===== src/rtl/branch_unit.sv =====
// Branch/call/return resolver with a return-address stack and a one-cycle decode flush.
// Redirect is combinational in the issuing cycle; there is no backpressure, and i_Op is ignored in the flush cycle.
module branch_unit #(
  parameter int STACK_DEPTH = 4
) (
  input  logic       i_Clk,
  input  logic       i_Rst,
  input  logic [2:0] i_Op,
  input  logic [7:0] i_Target,
  input  logic [7:0] i_PC,
  input  logic       i_Zero,
  input  logic       i_Carry,
  input  logic       i_Flag_We,
  output logic [7:0] direc_sal,
  output logic       hab_sal,
  output logic       o_Flush,
  output logic [3:0] o_Depth,
  output logic       o_Stack_Ovf,
  output logic       o_Stack_Unf
);

  localparam logic [2:0] OP_JMP  = 3'b001;
  localparam logic [2:0] OP_JZ   = 3'b010;
  localparam logic [2:0] OP_JNZ  = 3'b011;
  localparam logic [2:0] OP_CALL = 3'b100;
  localparam logic [2:0] OP_RET  = 3'b101;
  localparam logic [2:0] OP_JC   = 3'b110;
  localparam logic [3:0] DEPTH_MAX = 4'(STACK_DEPTH);

  typedef enum logic {RUN, FLUSH} state_t;

  state_t     state, state_nxt;
  logic [3:0] sp;
  logic       z_q, c_q;
  logic       ovf_q, unf_q;
  logic [7:0] stack_mem [0:7];

  logic       taken, push, pop, ovf_set, unf_set;
  logic [7:0] tgt;
  logic [7:0] ret_addr;
  logic [2:0] tos_idx;

  assign ret_addr = i_PC + 8'd1;
  assign tos_idx  = sp[2:0] - 3'd1;

  always_comb begin
    taken     = 1'b0;
    push      = 1'b0;
    pop       = 1'b0;
    ovf_set   = 1'b0;
    unf_set   = 1'b0;
    tgt       = 8'h00;
    state_nxt = state;
    if (state == FLUSH) begin
      state_nxt = RUN;
    end else begin
      case (i_Op)
        OP_JMP: begin
          taken = 1'b1;
          tgt   = i_Target;
        end
        OP_JZ: begin
          taken = z_q;
          tgt   = i_Target;
        end
        OP_JNZ: begin
          taken = ~z_q;
          tgt   = i_Target;
        end
        OP_JC: begin
          taken = c_q;
          tgt   = i_Target;
        end
        OP_CALL: begin
          // A full stack still jumps; only the return address is lost.
          taken = 1'b1;
          tgt   = i_Target;
          if (sp == DEPTH_MAX) ovf_set = 1'b1;
          else                 push    = 1'b1;
        end
        OP_RET: begin
          if (sp != 4'd0) begin
            taken = 1'b1;
            pop   = 1'b1;
            tgt   = stack_mem[tos_idx];
          end else begin
            unf_set = 1'b1;
          end
        end
        default: ;
      endcase
      if (taken) state_nxt = FLUSH;
    end
  end

  assign hab_sal     = taken & ~i_Rst;
  assign direc_sal   = hab_sal ? tgt : 8'h00;
  assign o_Flush     = (state == FLUSH);
  assign o_Depth     = sp;
  assign o_Stack_Ovf = ovf_q;
  assign o_Stack_Unf = unf_q;

  always_ff @(posedge i_Clk or posedge i_Rst) begin
    if (i_Rst) begin
      state <= RUN;
      sp    <= 4'd0;
      z_q   <= 1'b0;
      c_q   <= 1'b0;
      ovf_q <= 1'b0;
      unf_q <= 1'b0;
    end else begin
      state <= state_nxt;
      if (i_Flag_We) begin
        z_q <= i_Zero;
        c_q <= i_Carry;
      end
      if (push)    sp    <= sp + 4'd1;
      if (pop)     sp    <= sp - 4'd1;
      if (ovf_set) ovf_q <= 1'b1;
      if (unf_set) unf_q <= 1'b1;
    end
  end

  // Stack contents need no reset; only the pointer defines validity.
  always_ff @(posedge i_Clk) begin
    if (push && !i_Rst) stack_mem[sp[2:0]] <= ret_addr;
  end

endmodule

===== config.mk =====
export PLATFORM = sky130hd
export DESIGN_NAME = branch_unit
export DESIGN_NICKNAME = d
export VERILOG_FILES = /design/src/rtl/branch_unit.sv
export SDC_FILE = /design/constraint.sdc
export NUM_CORES = 1
export LEC_CHECK = 0
export ABC_AREA = 1
export ABC_CLOCK_PERIOD_IN_PS = 3400
export CAP_MARGIN = 20
export CORE_MARGIN = 2
export CORE_UTILIZATION = 40
export CTS_BUF_LIST = sky130_fd_sc_hd__clkbuf_4 sky130_fd_sc_hd__clkbuf_8 sky130_fd_sc_hd__clkbuf_16
export DETAILED_ROUTE_END_ITERATION = 7
export GPL_TIMING_DRIVEN = 0
export PLACE_DENSITY_LB_ADDON = 0.25
export SLEW_MARGIN = 15
export SYNTH_ARGS = -nofsm -noshare
export SYNTH_HDL_FRONTEND = slang
export SYNTH_SLANG_ARGS = --single-unit

===== constraint.sdc =====
create_clock -name i_Clk -period 3.4 [get_ports i_Clk]
set_clock_uncertainty 0.15 [all_clocks]
set_input_delay 0.51 -clock i_Clk [delete_from_list [all_inputs] [get_ports i_Clk]]
set_output_delay 0.51 -clock i_Clk [all_outputs]
set_load 0.01 [all_outputs]

# Yosys cells after proc, flatten, opt, wreduce, memory -nomap -nowiden
# Memory sizes are Yosys's and may differ from the RTL's.
# Index checks and enable logic that the tools add are counted.
[word_totals] rom_bits=0 reg_bits=9 latch_bits=0 ramBits=64 mem_count=1 wordCells=52
[memory_table] name="stack_mem" depth=8 word_bits=8 read_ports=1 rd_ports_with_merged_regs=0 wr=1 line="36" text="logic [7:0] stack_mem [0:7];"
[classes] n_shift=0 bitwise_logic=3 n_eq_ne=7 div=0 n_lt_le_gt_ge=0 mul=0 add_sub_neg=4 n_reduce_logical=6 muxes=25
[ops] operator="8-bit 2-to-1 mux" n=3
[ops] operator="1-bit 2-to-1 mux" n=18
[ops] operator="8-bit one-hot mux with 2 select lines" n=1
[ops] operator="3-bit == test (second input constant)" n=3
[ops] operator="8-bit by 1-bit adder with 8-bit output (second input constant)" n=1
[ops] operator="4-bit 2-to-1 mux" n=2
[ops] operator="3-bit by 2-bit == test with 1-bit output (second input constant)" n=2
[ops] operator="1-bit one-hot mux with 5 select lines" n=1
[ops] operator="5-bit OR reduction" n=1
[ops] operator="4-bit by 1-bit adder with 4-bit output (second input constant)" n=1
[ops] operator="4-bit by 3-bit == test with 1-bit output (second input constant)" n=1
[ops] operator="4-bit nonzero test" n=1
[ops] operator="4-bit by 1-bit subtractor with 4-bit output (second input constant)" n=1
[ops] operator="3-bit by 1-bit == test with 1-bit output (second input constant)" n=1
[ops] operator="3-bit by 1-bit subtractor with 3-bit output (second input constant)" n=1
[ops] operator="1-bit inverter" n=2
[ops] operator="2-bit nonzero test" n=1
[ops] operator="2-bit OR reduction" n=1
[ops] operator="1-bit AND" n=1
[ops] operator="1-bit logical AND" n=1
[ops] operator="1-bit zero test" n=1

# Depth between registers and ports, before layout
[logic_depth] ltp_word=7 ltp_mapped=14 mapped_depth_nobuf=12

# Worst setup path after synthesis
# Ideal clock, no wire load.
[synth_timing] path_type="register to register" from="register sp[0], in the netlist o_Depth[0]" to="memory stack_mem[3][0], enable pin" stages_incl_launch_ff=10 path_buffers=2 period_less_slack_ns=2.652 arrival_ns=2.119 setup_ns=0.383 slack_ns=0.748 cell_sequence="dfrtp_1 > buf_2 > inv_1 > buf_2 > ha_1 > nand3_1 > nand3_1 > nor2_1 > nand2_1 > nor3_1"
[synth_between] elab_chain_len=7
[synth_lines] element="from (decl)" line="33" text="logic [3:0] sp;"
[synth_lines] element="from (signal assigned)" line="117" text="if (push) sp <= sp + 4'd1;"
[synth_lines] element="from (signal assigned)" line="118" text="if (pop) sp <= sp - 4'd1;"
[synth_lines] element="4-bit by 3-bit == test with 1-bit output" line="78" text="if (sp == DEPTH_MAX) ovf_set = 1'b1;"
[synth_lines] element="1-bit 2-to-1 mux" line="78"
[synth_lines] element="1-bit 2-to-1 mux" line="57" text="case (i_Op)"
[synth_lines] element="1-bit 2-to-1 mux" line="54" text="if (state == FLUSH) begin"
[synth_lines] element="1-bit logical AND" line="126" text="if (push && !i_Rst) stack_mem[sp[2:0]] <= ret_addr;"
[synth_lines] element="1-bit 2-to-1 mux" line="126"
[synth_lines] element="1-bit 2-to-1 mux (not written as such)" line="126"
[synth_lines] element="to (decl)" line="36"
# Parallel ways exist; a longest one is shown, timed or not.

# Worst setup path after layout
[layout_timing] from="register sp[0], in the netlist o_Depth[0]" to="output direc_sal[0]"
[layout_between] word_cells_on_any_way=12
[layout_rtl] element="3-bit by 1-bit subtractor with 3-bit output" line="44" text="assign tos_idx = sp[2:0] - 3'd1;"
[layout_rtl] element="net tos_idx[0]" line="41" text="logic [2:0] tos_idx;"
[layout_rtl] element="memory 8 x 8 bit"
[layout_rtl] element="8-bit 2-to-1 mux" line="82" text="if (sp != 4'd0) begin"
[layout_rtl] element="8-bit one-hot mux with 2 select lines" line="57"
[layout_rtl] element="8-bit 2-to-1 mux" line="54"
[layout_rtl] element="8-bit 2-to-1 mux" line="97" text="assign direc_sal = hab_sal ? tgt : 8'h00;"
[layout_rtl] element="to (decl)" line="14" text="output logic [7:0] direc_sal,"
# The timed path passes the listed nets, and every way through them passes these cells. The select of a mux whose other input is x is not followed.

==> summary.txt <==
Critical path
  – Data required, critical path: 2.74 ns
  – Worst path cell trace: buf_6 -> clkinvlp_4 -> buf_6 -> ha_4 -> clkbuf_8 -> o21ai_0 -> o211ai_1 -> o211ai_1 -> a21oi_2 -> dlygate4sd2_1
  – WP buf/inv: 5
  – Worst setup EP type: primary output
  – Type of the worst setup path: register to primary output
  – Delay-heaviest family, CP: buffers and inverters
  – Startpoint Class: register
  – Crit path DAT: 2.61 ns
  – Slowest cell delay on critical path: 0.37 ns
  – CP max FO: 11
  – Slowest CP cell: dfrtp_1

Final layout
  – Share of layout cells above drive strength 1: 17.1%
  – Sequential Area: 2150 um^2
  – Area of the multi-input gates: 1170 um^2
  – Filler cells: 762
  – Design Area, Final: 4250 um^2
  – Synth-to-layout area growth: 24.4%
  – Post-route insts no fill: 473
  – Most common cell after layout, fill and taps aside: edfxtp_1
  – Final Core Density: 51.5%
  – ANT cells: 0
  – Most frequent cells in the layout: 64 x edfxtp_1, 55 x nor2_1, 37 x o21ai_0
  – Fin nets: 391

Clock network
  – Clk sinks: 73
  – Clk slew on worst S/H paths: 0.08 ns
  – Clk_lat worst skew: 0.34 ns
  – H-tree Lvls: 3
  – CTS tree: yes
  – CTS Root Cell: clkbuf_8
  – Post-cts hold buffer count: 0
  – CTS buffer count: 9
  – Max clock buf depth: 2

Yosys
  – Area leader, netlist: edfxtp_1
  – Synth cell types: 32
  – Mapped cell area: 3420 um^2
  – Synth top area share: 56.3%
  – Mapped Nets: 335
  – Syn Area/Cell: 11.1 um^2
  – Yosys Warn Count: 0
  – Area contributors post-synth: edfxtp_1 56%, dfrtp_1 6.6%, o21ai_0 6.3%, nor2_1 6.2%, o211ai_1 3.7%
  – Synth Instances: 307
  – Register area share after synthesis: 62.9%
  – Seq cells post-synth: 73

Power
  – PwrDens: 754 nW/um^2
  – Max VDD drop: 257 uV
  – Lkg Pwr: 1.53 nW

STA
  – Final Critical Period: 3.27 ns
  – Fmax: 0.306 GHz
  – Fin Setup TNS: 0 ns
  – Slew HR: 44.1%
  – Slew Viols, Final: 0
  – Final hold vios: 0
  – Worst-Margin Slew: 0.836 ns
  – Final WS setup: 0.130 ns
  – Period Utilization, post-route: 96.2%
  – Unrepaired setup endpoints after global routing: no
  – Final setup vio count: 0

Global route
  – Congestion Overflow GR: 0
  – GRT Util Overall: 18.1%
  – Largest net degree at the start of global routing: 14
  – First-pass GRT wire length: 11.9 mm
  – Vias in the first global route: 2360
  – Initial antenna violation count: 0

Floorplan
  – I/O Pins: 40
  – Initial Util: 41.4%
  – Core Box Area: 8260 um^2
  – Die Wd: 96.4 um
  – Die height: 96.4 um
  – Die area: 9290 um^2
  – Placement row count: 33

Placed design
  – RD Place Congestion: 0.769
  – Placed cell area: 3960 um^2
  – Dpl cells: 453
  – # port buffers: 39
  – Worst slack, placed: -0.425 ns
  – Placed wire-length estimate: 5.52 mm

Drt
  – Via count: 2420
  – Drt first-iter violations: 236
  – Via density: 5.12
  – Final wirelength: 7.73 mm
  – Drt pass-1 iters: 4
  – Post-DR wirelength/cell: 16.3 um
  – Final ANT Viol Nets: 0
  – Detailed-route DRC error count: 0

Min path
  – Type of the most critical hold path: register to register

Flow run
  – Max-cap violations: 0

Run status
  – Status: complete, no violations
-- power by group --
part	total, W	internal [W]	switching (W)
combinational	0.00149	0.000608	0.000878
clock	0.000659	0.000337	0.000322
sequential	0.00106	0.00103	0.0000273
-- per-layer routing --
layer / track usage [%] / vias up / part of all wire, %
met2: 31.4 / 89 / 48
li1: - / 1209 / -
met3: 4.11 / 7 / 8.5
met4: 5.63 / 0 / 1.1
met5: 0 / - / 0
met1: 22.4 / 1115 / 42
-- flip-flops by register name (all words and copies together) (netlist names) --
register	count
c_q	1
o_Stack_Unf	1
o_Stack_Ovf	1
o_Depth	4
z_q	1
o_Flush	1
stack_mem	64
-- path summary, 6_finish.rpt --
kind                        startpoint         endpoint  slack [ns]  cells past startpoint
max                         o_Depth[0]     direc_sal[0]        0.13                     10
min                        o_Stack_Unf      o_Stack_Unf        0.31                      1
max reg2reg                 o_Depth[0]  stack_mem[4][4]        0.65                      9
min reg2reg                o_Stack_Unf      o_Stack_Unf        0.31                      1
max in group asynchronous        i_Rst              z_q        2.42                      2
min in group asynchronous        i_Rst       o_Depth[3]        0.41                      2
-- cells in the mapped netlist, drive strengths merged --
library cell   n
buf            7
a21oi          9
nand3         14
o21bai         1
xor2           8
nor3b          1
nand2         23
clkbuf         6
edfxtp        64
dfrtp          9
or2            1
nor2          61
nor3           7
o31ai          8
ha             4
o211ai        17
xnor2          2
clkinv         1
inv           19
o21ai         44
a21o           1
-- logic make-up (layout without fill, tap and decap cells) --
kind of cell    after synthesis  count (layout)  share of synthesized area (%)
simple gates                107             107                           14.3
fa+ha+maj                     4               4                           1.47
flops                        73              73                           62.9
xor+xnor                     10              10                           2.56
buf+inv                      33              94                           4.21
compound gates               80              80                           14.6
-- what timing repair did --
| item | in CTS | in global routing |
|---|---|---|
| endpoints found under the hold margin | 0 | 0 |
| pin swaps | 5 | 5 |
| buffers inserted | 2 | 2 |
| endpoints found under the setup margin | 9 | 8 |
| gates cloned | 0 | 0 |
| gates resized for setup | 33 | 4 |
-- final cells by class --
type,instances,share of cell area (%)
Inverter,20,1.91
Clock inverter,7,1.62
Buffer,13,2.62
Clock buffer,9,2.91
Timing Repair Buffer,45,9.83
Sequential cell,73,50.5
Tap cell,105,3.09
Multi-Input combinational cell,201,27.5
-- stage by stage --
step / hold slack (ns) / total power (W)
2_1_floorplan: 0.188 / 0.00191
3_3_place_gp: 0.295 / 0.00234
3_5_place_dp: 0.297 / 0.00236
4_1_cts: 0.315 / 0.00320
5_1_grt: 0.352 / 0.00343
6_report: 0.309 / 0.00320
Power figures use the tool's default switching activity.
